`config.mk`:
```
export PLATFORM = sky130hd
export DESIGN_NAME = dac_spi_arb_flat
export DESIGN_NICKNAME = d
export VERILOG_FILES = /design/src/rtl/dac_spi_arb_if.sv /design/src/rtl/dac_spi_arb.sv /design/src/flat_wrapper.sv
export SDC_FILE = /design/constraint.sdc
export NUM_CORES = 1
export LEC_CHECK = 0
export ABC_AREA = 1
export BUFFER_PORTS_ARGS = -buffer_cell sky130_fd_sc_hd__buf_2
export CAP_MARGIN = 20
export CORE_MARGIN = 2
export CORE_UTILIZATION = 35
export CTS_BUF_LIST = sky130_fd_sc_hd__clkbuf_2
export CTS_CLUSTER_SIZE = 28
export DETAILED_ROUTE_END_ITERATION = 10
export GPL_TIMING_DRIVEN = 0
export SLEW_MARGIN = 10
export SYNTH_ARGS = -nofsm -noshare
export SYNTH_HDL_FRONTEND = slang
export SYNTH_SLANG_ARGS = --single-unit
```
`constraint.sdc`:
```
create_clock -name clk -period 1.56 [get_ports clk]
set_input_delay 0.156 -clock clk [delete_from_list [all_inputs] [get_ports clk]]
set_output_delay 0.156 -clock clk [all_outputs]
set_load 0.03 [all_outputs]
```
`src/rtl/dac_spi_arb_if.sv`:
```
// Bus bundle between the DAC SPI arbiter and its two requesters plus the SPI master.
// The slave modport is the arbiter's view; the master modport is everything around it.
interface dac_spi_arb_if #(
  parameter int DATA_W = 24
);
  logic              req0;
  logic              sel0;
  logic [DATA_W-1:0] data0;
  logic              ack0;
  logic              req1;
  logic              sel1;
  logic [DATA_W-1:0] data1;
  logic              ack1;
  logic              spi_wr_req;
  logic [DATA_W-1:0] spi_wr_data;
  logic              spi_sel;
  logic              spi_ack;
  logic              busy;
  logic              grant_id;
  logic              timeout_err;
  logic              err_clr;

  modport slave (
    input  req0, sel0, data0, req1, sel1, data1, spi_ack, err_clr,
    output ack0, ack1, spi_wr_req, spi_wr_data, spi_sel, busy, grant_id, timeout_err
  );

  modport master (
    output req0, sel0, data0, req1, sel1, data1, spi_ack, err_clr,
    input  ack0, ack1, spi_wr_req, spi_wr_data, spi_sel, busy, grant_id, timeout_err
  );
endinterface

```
`src/rtl/dac_spi_arb.sv`:
```
// Two-port round-robin arbiter in front of the LTC2612 SPI master: one latched
// transfer at a time, a forced request-low gap so DACx_CSn rises, and a watchdog.
module dac_spi_arb #(
  parameter int DATA_W         = 24,
  parameter int GAP_CYCLES     = 4,
  parameter int TIMEOUT_CYCLES = 65535,
  parameter int CNT_W          = 20
) (
  input  logic            clk,
  input  logic            rst_n,
  dac_spi_arb_if.slave    bus
);

  typedef enum logic [1:0] {
    IDLE,
    ISSUE,
    GAP
  } state_t;

  localparam bit               WDOG_EN  = (TIMEOUT_CYCLES != 0);
  localparam logic [CNT_W-1:0] WDOG_END = CNT_W'(TIMEOUT_CYCLES - 1);
  localparam logic [7:0]       GAP_END  = 8'(GAP_CYCLES - 1);

  state_t            r_state;
  logic              r_wr_req;
  logic [DATA_W-1:0] r_wr_data;
  logic              r_sel;
  logic              r_grant_id;
  logic              r_last_grant;
  logic              r_ack0;
  logic              r_ack1;
  logic              r_busy;
  logic              r_timeout_err;
  logic [CNT_W-1:0]  r_wdog;
  logic [7:0]        r_gap;

  logic w_any;
  logic w_pick1;
  logic w_wdog_hit;
  logic w_set_err;

  // Port 1 wins only when it is alone, or when both ask and port 0 went last.
  assign w_any      = bus.req0 | bus.req1;
  assign w_pick1    = bus.req1 & (~bus.req0 | ~r_last_grant);
  assign w_wdog_hit = WDOG_EN & (r_wdog == WDOG_END);
  assign w_set_err  = (r_state == ISSUE) & ~bus.spi_ack & w_wdog_hit;

  always_ff @(posedge clk or negedge rst_n) begin
    if (!rst_n) begin
      r_state       <= IDLE;
      r_wr_req      <= 1'b0;
      r_wr_data     <= '0;
      r_sel         <= 1'b0;
      r_grant_id    <= 1'b0;
      r_last_grant  <= 1'b1;
      r_ack0        <= 1'b0;
      r_ack1        <= 1'b0;
      r_busy        <= 1'b0;
      r_timeout_err <= 1'b0;
      r_wdog        <= '0;
      r_gap         <= '0;
    end else begin
      r_ack0 <= 1'b0;
      r_ack1 <= 1'b0;
      if (w_set_err) begin
        r_timeout_err <= 1'b1;
      end else if (bus.err_clr) begin
        r_timeout_err <= 1'b0;
      end
      case (r_state)
        IDLE: begin
          if (w_any) begin
            r_state      <= ISSUE;
            r_wr_req     <= 1'b1;
            r_busy       <= 1'b1;
            r_grant_id   <= w_pick1;
            r_last_grant <= w_pick1;
            r_wr_data    <= w_pick1 ? bus.data1 : bus.data0;
            r_sel        <= w_pick1 ? bus.sel1 : bus.sel0;
            r_wdog       <= '0;
          end
        end
        ISSUE: begin
          // A real ack beats a watchdog expiry in the same cycle; both end the same way.
          if (bus.spi_ack || w_wdog_hit) begin
            r_state  <= GAP;
            r_wr_req <= 1'b0;
            r_gap    <= '0;
            r_ack0   <= ~r_grant_id;
            r_ack1   <= r_grant_id;
          end else begin
            r_wdog <= r_wdog + 1'b1;
          end
        end
        GAP: begin
          if (r_gap == GAP_END) begin
            r_state <= IDLE;
            r_busy  <= 1'b0;
          end else begin
            r_gap <= r_gap + 1'b1;
          end
        end
        default: begin
          r_state <= IDLE;
        end
      endcase
    end
  end

  assign bus.spi_wr_req  = r_wr_req;
  assign bus.spi_wr_data = r_wr_data;
  assign bus.spi_sel     = r_sel;
  assign bus.grant_id    = r_grant_id;
  assign bus.ack0        = r_ack0;
  assign bus.ack1        = r_ack1;
  assign bus.busy        = r_busy;
  assign bus.timeout_err = r_timeout_err;

endmodule
```
`src/flat_wrapper.sv`:
```
// flat-port wrapper written by rule: the top's interface ports become plain ports
module dac_spi_arb_flat 
#(
  parameter int DATA_W         = 24,
  parameter int GAP_CYCLES     = 4,
  parameter int TIMEOUT_CYCLES = 65535,
  parameter int CNT_W          = 20
)
  (clk, rst_n, bus_req0, bus_sel0, bus_data0, bus_req1, bus_sel1, bus_data1, bus_spi_ack, bus_err_clr, bus_ack0, bus_ack1, bus_spi_wr_req, bus_spi_wr_data, bus_spi_sel, bus_busy, bus_grant_id, bus_timeout_err);
  dac_spi_arb_if #(.DATA_W(DATA_W)) bus_i ();
  input  logic clk;
  input  logic rst_n;
  input wire logic [$bits(bus_i.req0)-1:0] bus_req0;
  input wire logic [$bits(bus_i.sel0)-1:0] bus_sel0;
  input wire logic [$bits(bus_i.data0)-1:0] bus_data0;
  input wire logic [$bits(bus_i.req1)-1:0] bus_req1;
  input wire logic [$bits(bus_i.sel1)-1:0] bus_sel1;
  input wire logic [$bits(bus_i.data1)-1:0] bus_data1;
  input wire logic [$bits(bus_i.spi_ack)-1:0] bus_spi_ack;
  input wire logic [$bits(bus_i.err_clr)-1:0] bus_err_clr;
  output wire logic [$bits(bus_i.ack0)-1:0] bus_ack0;
  output wire logic [$bits(bus_i.ack1)-1:0] bus_ack1;
  output wire logic [$bits(bus_i.spi_wr_req)-1:0] bus_spi_wr_req;
  output wire logic [$bits(bus_i.spi_wr_data)-1:0] bus_spi_wr_data;
  output wire logic [$bits(bus_i.spi_sel)-1:0] bus_spi_sel;
  output wire logic [$bits(bus_i.busy)-1:0] bus_busy;
  output wire logic [$bits(bus_i.grant_id)-1:0] bus_grant_id;
  output wire logic [$bits(bus_i.timeout_err)-1:0] bus_timeout_err;
  assign bus_i.req0 = bus_req0;
  assign bus_i.sel0 = bus_sel0;
  assign bus_i.data0 = bus_data0;
  assign bus_i.req1 = bus_req1;
  assign bus_i.sel1 = bus_sel1;
  assign bus_i.data1 = bus_data1;
  assign bus_i.spi_ack = bus_spi_ack;
  assign bus_i.err_clr = bus_err_clr;
  assign bus_ack0 = bus_i.ack0;
  assign bus_ack1 = bus_i.ack1;
  assign bus_spi_wr_req = bus_i.spi_wr_req;
  assign bus_spi_wr_data = bus_i.spi_wr_data;
  assign bus_spi_sel = bus_i.spi_sel;
  assign bus_busy = bus_i.busy;
  assign bus_grant_id = bus_i.grant_id;
  assign bus_timeout_err = bus_i.timeout_err;
  dac_spi_arb #(.DATA_W(DATA_W), .GAP_CYCLES(GAP_CYCLES), .TIMEOUT_CYCLES(TIMEOUT_CYCLES), .CNT_W(CNT_W)) u_core (.clk(clk), .rst_n(rst_n), .bus(bus_i));
endmodule
```
==> flow_metrics.tcl <==
set metrics [dict create \
    outcome "finished, violations left" \
    violations "negative setup slack" \
    drtAntennaViolNets 0 \
    synth_area_leaders "dfrtp_1 (44%), nand2_1 (16%), nor2_1 (8.6%)" \
    place_congestion 0.8875 \
    layout_setup_ws_ns -0.01875 \
    crit_required_ns 1.96 \
    dp_hpwl_mm 6.337 \
    synthXorXnorAreaFrac_pct 2.545 \
    rsz0062_at_grt "yes" \
    r2r_start "u_core.r_wdog[1]" \
    leakage_nw 2.560 \
    yosys-mux-area-fraction_pct 0 \
    area_growth_syn_to_layout_pct 57.67 \
    portBuffers 86 \
    synth_fa_ha_area_share_pct 2.545 \
    synth_area_per_cell_sq_um 7.384 \
    powerDensity_mw_per_mm2 1557 \
    synth_enable_flop_cells 0 \
    period_needed_ns 1.579 \
    reg2reg_depth 11 \
    drv_slew 0 \
    worstSetupPathType "register to register" \
    fin_crit_sh_pct 101.2 \
    drt_iter0_markers 173 \
    whs_path_depth 3 \
    setup_violations 10 \
    floorplan.rows 36 \
    antenna_found_initial 0 \
    final_cells 796 \
    cts_buffers 9 \
    synth_simple_gate_area_share_pct 32.84 \
    setup_tns_ns -0.07422 \
    clock.fmax_ghz 0.6334 \
    place_inst 685 \
    crit_path_end_kind "register" \
    htree_levels 3 \
    dieWidth_microns 103.2 \
    ctsRootBufferMaster "clkbuf_2" \
    ios 87 \
    dr.pass1.iters 4 \
    synth_flop_cell "dfrtp_1" \
    synth.distinct_cells 30 \
    clock_latency_ns 0.50 \
    slew_headroom_pct 47.30 \
    drcViolationCount 0 \
    async_flop_share_pct 100.0 \
    yosys.area.top_type "dfrtp_1" \
    r2r_end "u_core.r_wdog[8]" \
    synthCells 466 \
    skew_ns 0.02427 \
    cp.arrival_ns 1.98 \
    yosysTopAreaCellShare_pct 44.36 \
    grt_pass1_wl_mm 16.53 \
    grt_pass1_vias 3508 \
    synth-compound-area-share_pct 11.78 \
    gr-total-overflow 0 \
    grt_max_degree 63 \
    tightest_slew_ns 0.7905 \
    reg2reg_slack_ns -0.02 \
    vias_per_cell 4.742 \
    maxCapViolCount 0 \
    clock_sinks 62 \
    track_usage_pct 20.06 \
    synth_most_common_cell "nand2_1" \
    diodes 0 \
    total_power_w 0.008449 \
    synth_commonest_cells "nand2_1 (151), nor2_1 (79), dfrtp_1 (61), o21ai_0 (51), inv_1 (25)" \
    tritoncts "yes" \
    whs_endpoint "u_core.bus.busy" \
    hold_viol_final 0 \
    cp_max_fo 5 \
    synth-seq-cells 62 \
    hp-start "bus_req0" \
    synth_area_sq_mm 0.003441 \
    die-area_sq_mm 0.01064 \
    routed_wl_mm 10.76 \
    synth_top_family_by_area "simple AND/OR/NAND/NOR gates" \
    clockBufferDepth 2 \
    vdd_drop_max_v 0.0008543 \
    worst_hold_slack_ns 0.05711 \
    wire_per_inst_microns 13.51 \
    vias 3775 \
    fp.dieH_microns 103.2 \
    pre_cts_ws_ns -0.3108 \
    min_path_type "input pin to register" \
    drive_above_1_share_pct 36.95 \
    synth.net_count 529 \
    fin_nets 721 \
    cp-start-kind "register" \
    yosys_warnings 0 \
    core_sq_mm 0.009639 \
    start_util_pct 35.70 \
    clk_pin_slew_ns 0.19 \
    ys_seq_area_share_pct 45.13 \
]
[worst max-delay path, stage by stage, from the launching register on]
cell and delay, ns:
dfrtp_2 0.49, buf_6 0.13, ha_4 0.15, nand2_4 0.06, nor2_4 0.04, nand3_4 0.08
nand2_4 0.08, nand2_4 0.10, nand2_8 0.08, clkbuf_16 0.16, nand2_1 0.05, nand2_1 0.05
[cells in the final DEF, fill, tap and decap left out, types with 19 or more instances in the layout]
master	count
nand2_1	119
buf_2	85
nor2_1	66
dfrtp_1	58
dlygate4sd3_1	53
buf_4	36
o21ai_0	35
nand2_2	27
o21ai_1	21
nand3_1	19
[registers in the layout, summed over array words and instances, names as in the netlist]
register                flops
u_core.bus.spi_wr_req       1
u_core.r_wdog              20
u_core.bus.spi_sel          1
u_core.r_gap                8
u_core.bus.busy             1
u_core.r_last_grant         1
u_core.r_state              2
u_core.bus.timeout_err      1
u_core.bus.ack0             1
u_core.bus.ack1             1
u_core.bus.grant_id         1
u_core.bus.spi_wr_data     24
[cell families (layout without fill, tap and decap cells)]
logic type | Yosys count | in the layout
and+or+nand+nor | 273 | 273
DFF | 62 | 62
adders and majority gates | 7 | 7
xor gates and xnor gates | 10 | 10
AOI/OAI and AO/OA | 71 | 71
buffers and inverters | 43 | 240
[final cells by class]
type                       instances  area [sq um]
multi-input combinational        361          2009
fill                             880          4214
tap                              133         166.4
buffer                            14         125.1
clock buffer                       9         45.04
clock inverter                     7         63.81
timing repair buffer             181          1338
inverter                          29         121.4
sequential                        62          1556
[report_power, final]
part           total, W  internal [W]  switching, W
Clock          0.000997      0.000360      0.000637
Combinational   0.00510       0.00213       0.00297
Sequential      0.00235       0.00207      0.000289
Total           0.00845       0.00455       0.00390
[routing by layer]
metal	routed length, microns	track usage (%)
met5	0	0
met4	281	8.806
met3	616	4.746
met2	5203	32.47
met1	4655	25.62
[timing repair]
item | 4_1_cts | 5_1_grt
buffers inserted | 20 | 18
hold buffers | 53 | 0
endpoints found under the setup margin | 59 | 54
gates resized for setup | 53 | 80
hold endpoints to repair | 88 | 0
gates cloned | 2 | 2
pin swaps | 22 | 23
[how the worst max path moves through the flow]
stage,startpoint,endpoint,slack [ns],cells after the start
after floorplan,u_core.r_state[1],u_core.r_wdog[16],0.009,8
after global placement,u_core.r_state[1],u_core.r_wdog[8],-0.28,8
final,u_core.r_wdog[1],u_core.r_wdog[8],-0.02,11
after global routing,u_core.r_state[0],u_core.r_wdog[10],-0.09,9
after CTS,u_core.r_wdog[0],u_core.r_wdog[14],-0.03,11
after detailed placement,u_core.r_state[1],u_core.r_wdog[8],-0.31,8
[metrics by stage]
stage	instance area, sq um	util [%]
final	5425	56.28
after detailed placement	4073	42.25
after floorplan	3473	-
after global routing	5425	56.28
after global placement	4070	42.22
after CTS	5066	52.56
Power figures use the tool's default switching activity.
